### config.mk
export PLATFORM = sky130hd
export DESIGN_NAME = fifo_ctrl_non2n
export DESIGN_NICKNAME = d
export VERILOG_FILES = /design/src/rtl/fifo_ctrl_non2n.sv
export SDC_FILE = /design/constraint.sdc
export NUM_CORES = 1
export LEC_CHECK = 0
export CAP_MARGIN = 40
export CORE_ASPECT_RATIO = 1.25
export CORE_MARGIN = 2
export CORE_UTILIZATION = 30
export DETAILED_ROUTE_END_ITERATION = 16
export GPL_ROUTABILITY_DRIVEN = 0
export SYNTH_ARGS = -nofsm -noshare
export SYNTH_HDL_FRONTEND = slang
export SYNTH_SLANG_ARGS = --single-unit
### constraint.sdc
create_clock -name wclk -period 4.4 [get_ports wclk]
set_input_delay 0.88 -clock wclk [delete_from_list [all_inputs] [get_ports wclk]]
set_output_delay 0.88 -clock wclk [all_outputs]
set_load 0.03 [all_outputs]
### src/rtl/fifo_ctrl_non2n.sv
// Single-clock FIFO controller whose pointers wrap inside a non-power-of-two address window
// centred in the memory, with two-way round-robin write arbitration and sticky underflow detect.
module fifo_ctrl_non2n #(
  parameter int FIFO_DEPTH = 520,
  parameter int PTR_WIDTH  = 10,
  parameter int MEM_SIZE   = 1 << PTR_WIDTH,
  parameter int START_ADDR = MEM_SIZE/2 - FIFO_DEPTH/2,
  parameter int END_ADDR   = MEM_SIZE/2 + FIFO_DEPTH/2 - 1,
  parameter int AFULL_LVL  = FIFO_DEPTH - 8
) (
  input  logic                 wclk,
  input  logic                 wrst_n,
  input  logic                 req0,
  input  logic                 req1,
  input  logic                 r_en,
  output logic                 gnt0,
  output logic                 gnt1,
  output logic                 mem_we,
  output logic                 mem_wsel,
  output logic [PTR_WIDTH-1:0] mem_waddr,
  output logic                 mem_re,
  output logic [PTR_WIDTH-1:0] mem_raddr,
  output logic                 full,
  output logic                 empty,
  output logic                 almost_full,
  output logic [PTR_WIDTH:0]   count,
  output logic                 udf_err
);

  localparam int CW = PTR_WIDTH + 1;
  localparam logic [PTR_WIDTH-1:0] START_P = PTR_WIDTH'(START_ADDR);
  localparam logic [PTR_WIDTH-1:0] END_P   = PTR_WIDTH'(END_ADDR);
  localparam logic [PTR_WIDTH-1:0] P_ONE   = PTR_WIDTH'(1);
  localparam logic [CW-1:0]        C_ONE   = CW'(1);
  localparam logic [CW-1:0]        DEPTH_C = CW'(FIFO_DEPTH);
  localparam logic [CW-1:0]        AFULL_C = CW'(AFULL_LVL);

  logic [PTR_WIDTH-1:0] wptr_q, wptr_d;
  logic [PTR_WIDTH-1:0] rptr_q, rptr_d;
  logic [CW-1:0]        count_q, count_d;
  logic                 full_q, full_d;
  logic                 empty_q, empty_d;
  logic                 afull_q, afull_d;
  logic                 last_gnt_q, last_gnt_d;
  logic                 udf_q, udf_d;
  logic                 acc_w, acc_r;

  function automatic logic [PTR_WIDTH-1:0] ptr_inc(input logic [PTR_WIDTH-1:0] p);
    return (p == END_P) ? START_P : p + P_ONE;
  endfunction

  // last_gnt_q=1 means req1 was served last, so req0 wins the next contention.
  assign gnt0 = wrst_n & ~full_q & req0 & (~req1 | last_gnt_q);
  assign gnt1 = wrst_n & ~full_q & req1 & (~req0 | ~last_gnt_q);

  assign acc_w = gnt0 | gnt1;
  assign acc_r = wrst_n & r_en & ~empty_q;

  assign mem_we    = acc_w;
  assign mem_wsel  = gnt1;
  assign mem_waddr = wptr_q;
  assign mem_re    = acc_r;
  assign mem_raddr = rptr_q;

  always_comb begin
    wptr_d     = wptr_q;
    rptr_d     = rptr_q;
    count_d    = count_q;
    last_gnt_d = last_gnt_q;
    udf_d      = udf_q;

    if (acc_w) begin
      wptr_d     = ptr_inc(wptr_q);
      last_gnt_d = gnt1;
    end
    if (acc_r) begin
      rptr_d = ptr_inc(rptr_q);
    end

    unique case ({acc_w, acc_r})
      2'b10:   count_d = count_q + C_ONE;
      2'b01:   count_d = count_q - C_ONE;
      default: count_d = count_q;
    endcase

    // A read on an empty FIFO is only an error when no write lands in the same cycle.
    if (wrst_n && r_en && empty_q && !acc_w) begin
      udf_d = 1'b1;
    end

    full_d  = (count_d == DEPTH_C);
    empty_d = (count_d == '0);
    afull_d = (count_d >= AFULL_C);
  end

  always_ff @(posedge wclk or negedge wrst_n) begin
    if (!wrst_n) begin
      wptr_q     <= START_P;
      rptr_q     <= START_P;
      count_q    <= '0;
      full_q     <= 1'b0;
      empty_q    <= 1'b1;
      afull_q    <= 1'b0;
      last_gnt_q <= 1'b0;
      udf_q      <= 1'b0;
    end else begin
      wptr_q     <= wptr_d;
      rptr_q     <= rptr_d;
      count_q    <= count_d;
      full_q     <= full_d;
      empty_q    <= empty_d;
      afull_q    <= afull_d;
      last_gnt_q <= last_gnt_d;
      udf_q      <= udf_d;
    end
  end

  assign full        = full_q;
  assign empty       = empty_q;
  assign almost_full = afull_q;
  assign count       = count_q;
  assign udf_err     = udf_q;

endmodule

After elaboration in Yosys (flattened, before gate mapping)
Index checks and enable logic that the tools add are counted.

storage, ports and cells
  register bits = 36
  output and inout port bits = 40
  input port bits = 5
  word-level logic and storage cells = 41

operators by class
  order comparisons = 1
  equality and inequality tests = 5
  mux-type cells = 3
  reduce and logical (&&, ||, !) cells = 5
  $add $sub $neg = 4
  bitwise gates (word level) = 15

operators with widths
  cell                                                                     count
  11-bit one-hot mux with 2 select lines                                   1
  10-bit by 1-bit adder with 10-bit output, second input constant          2
  10-bit equality test, second input constant                              2
  10-bit two-way mux                                                       2
  11-bit by 1-bit adder with 11-bit output, second input constant          1
  11-bit by 10-bit equality test with 1-bit output, second input constant  1
  11-bit by 10-bit >= comparator with 1-bit output, second input constant  1
  11-bit zero test                                                         1
  11-bit by 1-bit subtractor with 11-bit output, second input constant     1
  1-bit bitwise AND                                                        7
  1-bit inverter                                                           5
  1-bit logical AND                                                        3
  1-bit bitwise OR                                                         3
  2-bit by 1-bit equality test with 1-bit output, second input constant    1
  2-bit equality test, second input constant                               1
  1-bit zero test                                                          1

Longest topological paths before layout
Gate-level depths: netlist of the first run.

  word-level depth = 8
  gate-level depth with buffers = 12
  mapped depth without buffers = 11

Least setup slack after synthesis of the first run
Ideal clock, no wire load.

  path kind = input to register
  start = in r_en
  end = reg full_q, in the netlist full
  data required time = 4.289 ns
  path slack = 0.314 ns
  stages = 11
  arrival = 3.975 ns
  library setup time = 0.111 ns
  path buffers = 0
  path through = nand2_1 > or2_2 > inv_1 > ha_1 > ha_1 > a21o_1 > a31o_1 > o211a_1 > o21a_1 > or4_4 > a2111oi_2

between the ends
  longest elaborated chain between the ends = 5
  elaborated cells between the ends (all ways) = 6
  classes of those cells = eq/ne: 3; mux: 1; bitwise: 2

ends and longest elaborated chain
  item                                                                                   RTL line  source
  from (decl)                                                                            15        input logic r_en,
  1-bit bitwise AND * (2 in a row)                                                       57        assign acc_r = wrst_n & r_en & ~empty_q;
  named net mem_re                                                                       21        output logic mem_re,
  2-bit by 1-bit equality test with 1-bit output or 2-bit equality test (tied branches)  80        unique case ({acc_w, acc_r})
  11-bit one-hot mux with 2 select lines *                                               80
  11-bit by 10-bit equality test with 1-bit output *                                     91        full_d = (count_d == DEPTH_C);
  named net full_d                                                                       41        logic full_q, full_d;
  to (signal assigned)                                                                   110       full_q <= full_d;
  to (decl)                                                                              41

Mark *: on every way through the listed nets, which the timed path passes. The rest lies on a longest branch.
A chain may end at the register's enable or synchronous reset.

Final worst setup path of the first run
  start = in r_en
  end = reg full_q, in the netlist full

between the ends
  longest elaborated chain between the ends = 5
  elaborated cells between the ends (all ways) = 6
  classes of those cells = eq/ne: 3; mux: 1; bitwise: 2

ends and longest elaborated chain
  item                                                                                   RTL line
  1-bit bitwise AND * (2 in a row)                                                       57
  2-bit by 1-bit equality test with 1-bit output or 2-bit equality test (tied branches)  80
  11-bit one-hot mux with 2 select lines *                                               80
  11-bit by 10-bit equality test with 1-bit output *                                     91
  named net full_d                                                                       41

Marked as above.

==> results of run 1 <==
==> through the flow <==
stage | power (mW) | worst slack, ns | hold WS [ns] | area (um^2) | utilization, %
2_1_floorplan | 1.14 | 0.314 | 0.517 | 2180 | -
3_3_place_gp | 1.46 | 0.115 | 0.472 | 2740 | 39.1
3_5_place_dp | 1.46 | 0.0436 | 0.477 | 2740 | 39.1
4_1_cts | 1.69 | 0.339 | 0.500 | 2820 | 40.2
5_1_grt | 1.78 | 0.112 | 0.539 | 2820 | 40.2
6_report | 1.67 | 0.327 | 0.502 | 2820 | 40.2
==> per-layer routing <==
metal	part of all wire, %	vias to the layer above
met1	46	860
met5	0	-
met4	1.4	0
met2	49	35
met3	3.8	6
li1	-	920
==> synth_stat cells (all sizes together) (2+ instances only) <==
master / count / area (um^2)
o21a: 4 / 30.0
mux2: 3 / 33.8
xnor2: 7 / 61.3
nand3: 13 / 65.1
inv: 4 / 15.0
nor4: 3 / 25.0
o211a: 2 / 20.0
nor2b: 4 / 25.0
dfrtp: 23 / 576
or3: 2 / 12.5
a21oi: 15 / 75.1
buf: 4 / 41.3
ha: 12 / 150
nor3b: 2 / 15.0
and4: 2 / 18.8
nor2: 10 / 37.5
a21o: 5 / 37.5
or4: 2 / 22.5
nand2: 30 / 113
o31ai: 2 / 15.0
and3: 7 / 45.1
o21bai: 2 / 15.0
o21ai: 11 / 55.1
nor3: 5 / 25.0
a221oi: 2 / 23.8
xor2: 12 / 105
dfstp: 13 / 342
nor4b: 2 / 17.5
nand4: 2 / 12.5
==> power by group through the flow <==
stage,combinational (mW),sequential (mW),clock [mW]
after global routing,0.945,0.600,0.240
after global placement,0.868,0.588,0
after detailed placement,0.874,0.587,0
final,0.867,0.580,0.219
after CTS,0.877,0.584,0.225
after floorplan,0.390,0.753,0
==> final cells by class <==
type	instances	area [um^2]	area share (%)
multi-input cells	176	1200	42.6
flip-flops and latches	36	917	32.5
clock inverters	1	5.00	0.177
well taps	90	113	3.99
repair buffers	52	495	17.6
clock buffers	6	72.6	2.57
inverters	4	15.0	0.532
==> logic make-up (layout without fill, tap and decap cells) <==
group | Yosys count | after routing | share of synthesized area (%)
buffers and inverters | 9 | 63 | 2.76
and+or+nand+nor | 88 | 88 | 21.5
xor gates and xnor gates | 19 | 19 | 7.63
adders and majority gates | 13 | 13 | 7.81
DFF | 36 | 36 | 42.1
AOI/OAI and AO/OA | 53 | 53 | 16.7
muxes | 3 | 3 | 1.55
==> registers in the layout, summed over array words and instances (netlist names) <==
| name | flops |
|---|---|
| almost_full | 1 |
| empty | 1 |
| udf_err | 1 |
| last_gnt_q | 1 |
| mem_raddr | 10 |
| count | 11 |
| full | 1 |
| mem_waddr | 10 |
==> worst register-to-register path, delay by kind of cell, from the launching register on <==
kind	cells	cell delay (ns)
compound gates	5	1.22
fa+ha+maj	2	0.68
buf+inv	1	0.09
flops	1	0.38
simple gates	2	0.84
==> path summary, 6_finish.rpt <==
| path | start | endpoint | slack, ns | cells after the start |
|---|---|---|---|---|
| max | r_en | full$_DFF_PN0_ | 0.33 | 12 |
| min | udf_err$_DFFE_PN0P_ | udf_err$_DFFE_PN0P_ | 0.50 | 1 |
| max reg2reg | empty$_DFF_PN1_ | full$_DFF_PN0_ | 1.09 | 10 |
| min reg2reg | udf_err$_DFFE_PN0P_ | udf_err$_DFFE_PN0P_ | 0.50 | 1 |
| max in group asynchronous | wrst_n | mem_waddr[4]$_DFFE_PN1P_ | 3.46 | 2 |
| min in group asynchronous | wrst_n | mem_waddr[0]$_DFFE_PN0P_ | 0.65 | 2 |
==> impl_metrics.ini, run 1 <==
[run_status]
status = completed

[clocking]
ctsResizeCount = 0
ctsLongestPathBuffers = 2
htree_levels = 2
clk_pin_slew_ns = 0.07
cts.sinks = 36
cts_tree = built
clockRootBuffer = clkbuf_8
post_cts_buffers = 0
cts_buffers = 5
insertion_delay_ns = 0.28
cts_hold_buffers = 0

[min_path]
hold_path.class = register to register

[layout]
syn2layout_area_growth_pct = 29.4
fin_nets = 293
drive_gt1_share_pct = 14.9
final_common_cell = clkdlybuf4s50_1
final_cell_mix = clkdlybuf4s50_1, nand2_1, dfrtp_1
final_cells = 365
insertedDiodeCount = 0
fillers = 717

[global_routing]
track_usage_pct = 13.2
grtUsageMet3_pct = 2.99
grt_pass1_vias = 1764
busiest_layer = met2
grt_pass1_wl_um = 8440
use_met1_pct = 17.8
gr-usage-met2_pct = 21.3
grt_max_degree = 23
grt_remaining_overflow = 0
antenna_found_initial = 0

[place]
portBuffers = 44
hpwlAfterDp_um = 3880
placed_cells = 358

[worst_setup_path]
cp_cell_sequence = clkdlybuf4s50_1, nand2_1, or2_2, inv_1, ha_1, ha_1, a21o_1, a31o_1, o211a_1, o21a_1, or4_4, a2111oi_2
cpPeakStageDelay_ns = 0.51
path_buf_inv = 2
path_class = input port to register
crit_family = compound AO/OA/AOI/OAI gates
start_kind = input port
crit_top_cell = ha_1
slowest_stage = or4_4
path_max_fanout = 7
crit_arrival_ns = 4.25
worstSetupEndpointType = register
required_ns = 4.57

[power_and_ir_drop]
seqPwrFrac_pct = 34.8
ir_drop_v = 0.000264
pwr-share-comb_pct = 52.1
power.share.clock_pct = 13.1
p_per_area_nw_per_um2 = 591
p_int_mw = 0.940
swShare_pct = 43.6
p_leak_nw = 1.22
p_switching_mw = 0.726

[yosys]
synthFlopType = dfrtp_1
synth.net_count = 239
yosys_register_bits = 36
syn_inst = 221
synth-edff-count = 0
synth_area_um2 = 2180
synth.distinct_cells = 51
syn_area_per_cell_um2 = 9.86
yosys_warnings = 0
synth-async-reset-ratio_pct = 100
yosysSeqAreaShare_pct = 42.1

[timing]
setup_tns_ns = 0
period_share_pct = 92.6
period_needed_ns = 4.07
max_freq_mhz = 246
worst_slew_margin_rel_pct = 51.2
tightest_slew_ns = 0.725
skew_ns = 0.00609
rsz0062_at_grt = no
drv_slew = 0
setup_viol = 0
hold_viol = 0

[floorplan]
start_util_pct = 31.1
ios = 45
die_h_um = 99.3
core_um2 = 7020
num_rows = 34
fp.dieArea_um2 = 7970
fp.dieW_um = 80.2

[routing]
firstDrtPassIters = 4
drt_iter0_drc = 42
wl_um = 4940
drtAntennaViolNets = 0
wl_per_cell_um = 13.5
vias = 1821
viasPerCell = 4.99
drc = 0

[job]
cap_violations = 0
(Power assumes the default switching activity.)
==> run 2: changes to the inputs <==
- CORE_MARGIN: 2 -> unset
==> run 2 against run 1 <==
Critical path depth stayed put. Largest power group unchanged. Non-clock buffer count is 1 lower. Die area fell by 4.5%. Utilization grew 0.84 points. Register-to-register slack about the same.
==> impl_metrics.ini, run 2 (synthesized netlist as in run 1, its figures left out) <==
[layout]
final_cell_mix = clkdlybuf4s50_1, nand2_1, dfrtp_1
final_cells = 365
final_common_cell = clkdlybuf4s50_1
drive_gt1_share_pct = 15.3
fin_nets = 292
insertedDiodeCount = 0
syn2layout_area_growth_pct = 31.3
largest_reg_flops = 11
final_core_util_pct = 41.0

[worst_setup_path]
crit_top_cell = ha_1
start_kind = input port
path_max_fanout = 7
cp_cell_sequence = clkdlybuf4s50_1, nand2_1, or2_2, inv_1, ha_1, ha_1, a21o_1, a31o_1, o211a_1, o21a_1, or4_4, a2111oi_2
timing.rr.end = full$_DFF_PN0_
rr_startpoint = empty$_DFF_PN1_
slowest_stage = or4_4
r2r_setup_slack_ns = 1.08
crit_arrival_ns = 4.22
required_ns = 4.58
cpPeakStageDelay_ns = 0.51
path_class = input port to register
worstSetupEndpointType = register
reg2regPathDepth = 10

[clocking]
cts_hold_buffers = 0
cts.sinks = 36
ctsLongestPathBuffers = 2
htree_levels = 2
insertion_delay_ns = 0.29
cts_tree = built
cts_buffers = 5
clk_pin_slew_ns = 0.07
ctsResizeCount = 0
post_cts_buffers = 0
clockRootBuffer = clkbuf_8

[global_routing]
grt_remaining_overflow = 0
antenna_found_initial = 0
track_usage_pct = 13.8
grt_max_degree = 25
grt_pass1_wl_um = 8390
grt_pass1_vias = 1785

[timing]
tightest_slew_ns = 0.704
worst_slew_margin_rel_pct = 52.6
layout_setup_ws_ns = 0.358
max_freq_mhz = 247
drv_slew = 0
period_needed_ns = 4.04
setup_tns_ns = 0
period_share_pct = 91.9
setup_viol = 0
hold_viol = 0
skew_ns = 0.00400
rsz0062_at_grt = no

[power_and_ir_drop]
p_switching_mw = 0.731
pwr-share-comb_pct = 48.9
power.share.clock_pct = 18.0
power_mw = 1.76
p_per_area_nw_per_um2 = 616
p_leak_nw = 1.24
ir_drop_v = 0.000255
swShare_pct = 41.5
seqPwrFrac_pct = 33.1
p_int_mw = 1.03

[floorplan]
fp.dieW_um = 78.2
ios = 45
core_um2 = 6980
num_rows = 34
die_h_um = 97.3
start_util_pct = 31.2
fp.dieArea_um2 = 7610

[routing]
drtAntennaViolNets = 0
wl_per_cell_um = 13.2
drc = 0
vias = 1798
viasPerCell = 4.93
firstDrtPassIters = 4
wl_um = 4810
drt_iter0_drc = 45

[min_path]
min_path_cells = 1
hold_path.class = register to register
hp-start = udf_err$_DFFE_PN0P_
min_to = udf_err$_DFFE_PN0P_

[place]
placed_cells = 357
pre_cts_ws_ns = 0.0531
portBuffers = 44
hpwlAfterDp_um = 3730

[run_status]
status = completed

[job]
cap_violations = 0
-- run 2: worst max-delay path by stage --
stage	endpoint	from	depth (start not counted)
3_5_place_dp	empty$_DFF_PN1_	r_en	12
3_3_place_gp	full$_DFF_PN0_	r_en	12
4_1_cts	empty$_DFF_PN1_	r_en	12
5_1_grt	full$_DFF_PN0_	r_en	12
6_report	full$_DFF_PN0_	r_en	12
2_1_floorplan	full$_DFF_PN0_	r_en	11
-- run 2: layout make-up --
cell class / instances / area [um^2]
fill: 670 / 4120
multi-input combinational: 176 / 1200
sequential: 36 / 917
timing repair buffer: 51 / 488
tap: 90 / 113
clock buffer: 7 / 96.3
clock inverter: 1 / 30.0
inverter: 4 / 15.0
-- run 2: critical path, delay by kind of cell --
family | cells | cell delay, ns
AO/OA/AOI/OAI | 5 | 1.22
adder cells (fa/ha/maj) | 2 | 0.68
buffers and inverters | 2 | 0.56
AND/OR/NAND/NOR | 3 | 0.88
-- run 2: layer usage --
| metal | track usage, % | vias to the layer above | wire length (um) |
|---|---|---|---|
| li1 | - | 913 | - |
| met5 | 0 | - | 0 |
| met2 | 21.9 | 37 | 2310 |
| met3 | 2.82 | 6 | 182 |
| met1 | 18.2 | 842 | 2250 |
| met4 | 5.56 | 0 | 61 |
-- run 2: power by group through the flow --
| stage | Combinational (mW) | Clock (mW) | Sequential [mW] |
|---|---|---|---|
| 2_1_floorplan | 0.390 | 0 | 0.753 |
| 3_3_place_gp | 0.859 | 0 | 0.593 |
| 3_5_place_dp | 0.865 | 0 | 0.588 |
| 4_1_cts | 0.868 | 0.325 | 0.585 |
| 5_1_grt | 0.938 | 0.340 | 0.605 |
| 6_report | 0.862 | 0.317 | 0.583 |
-- run 2: per-stage QoR --
step	area [um^2]	hold WS [ns]
after floorplan	2180	0.517
after global placement	2740	0.453
after detailed placement	2740	0.465
after CTS	2860	0.482
after global routing	2860	0.518
final	2860	0.476
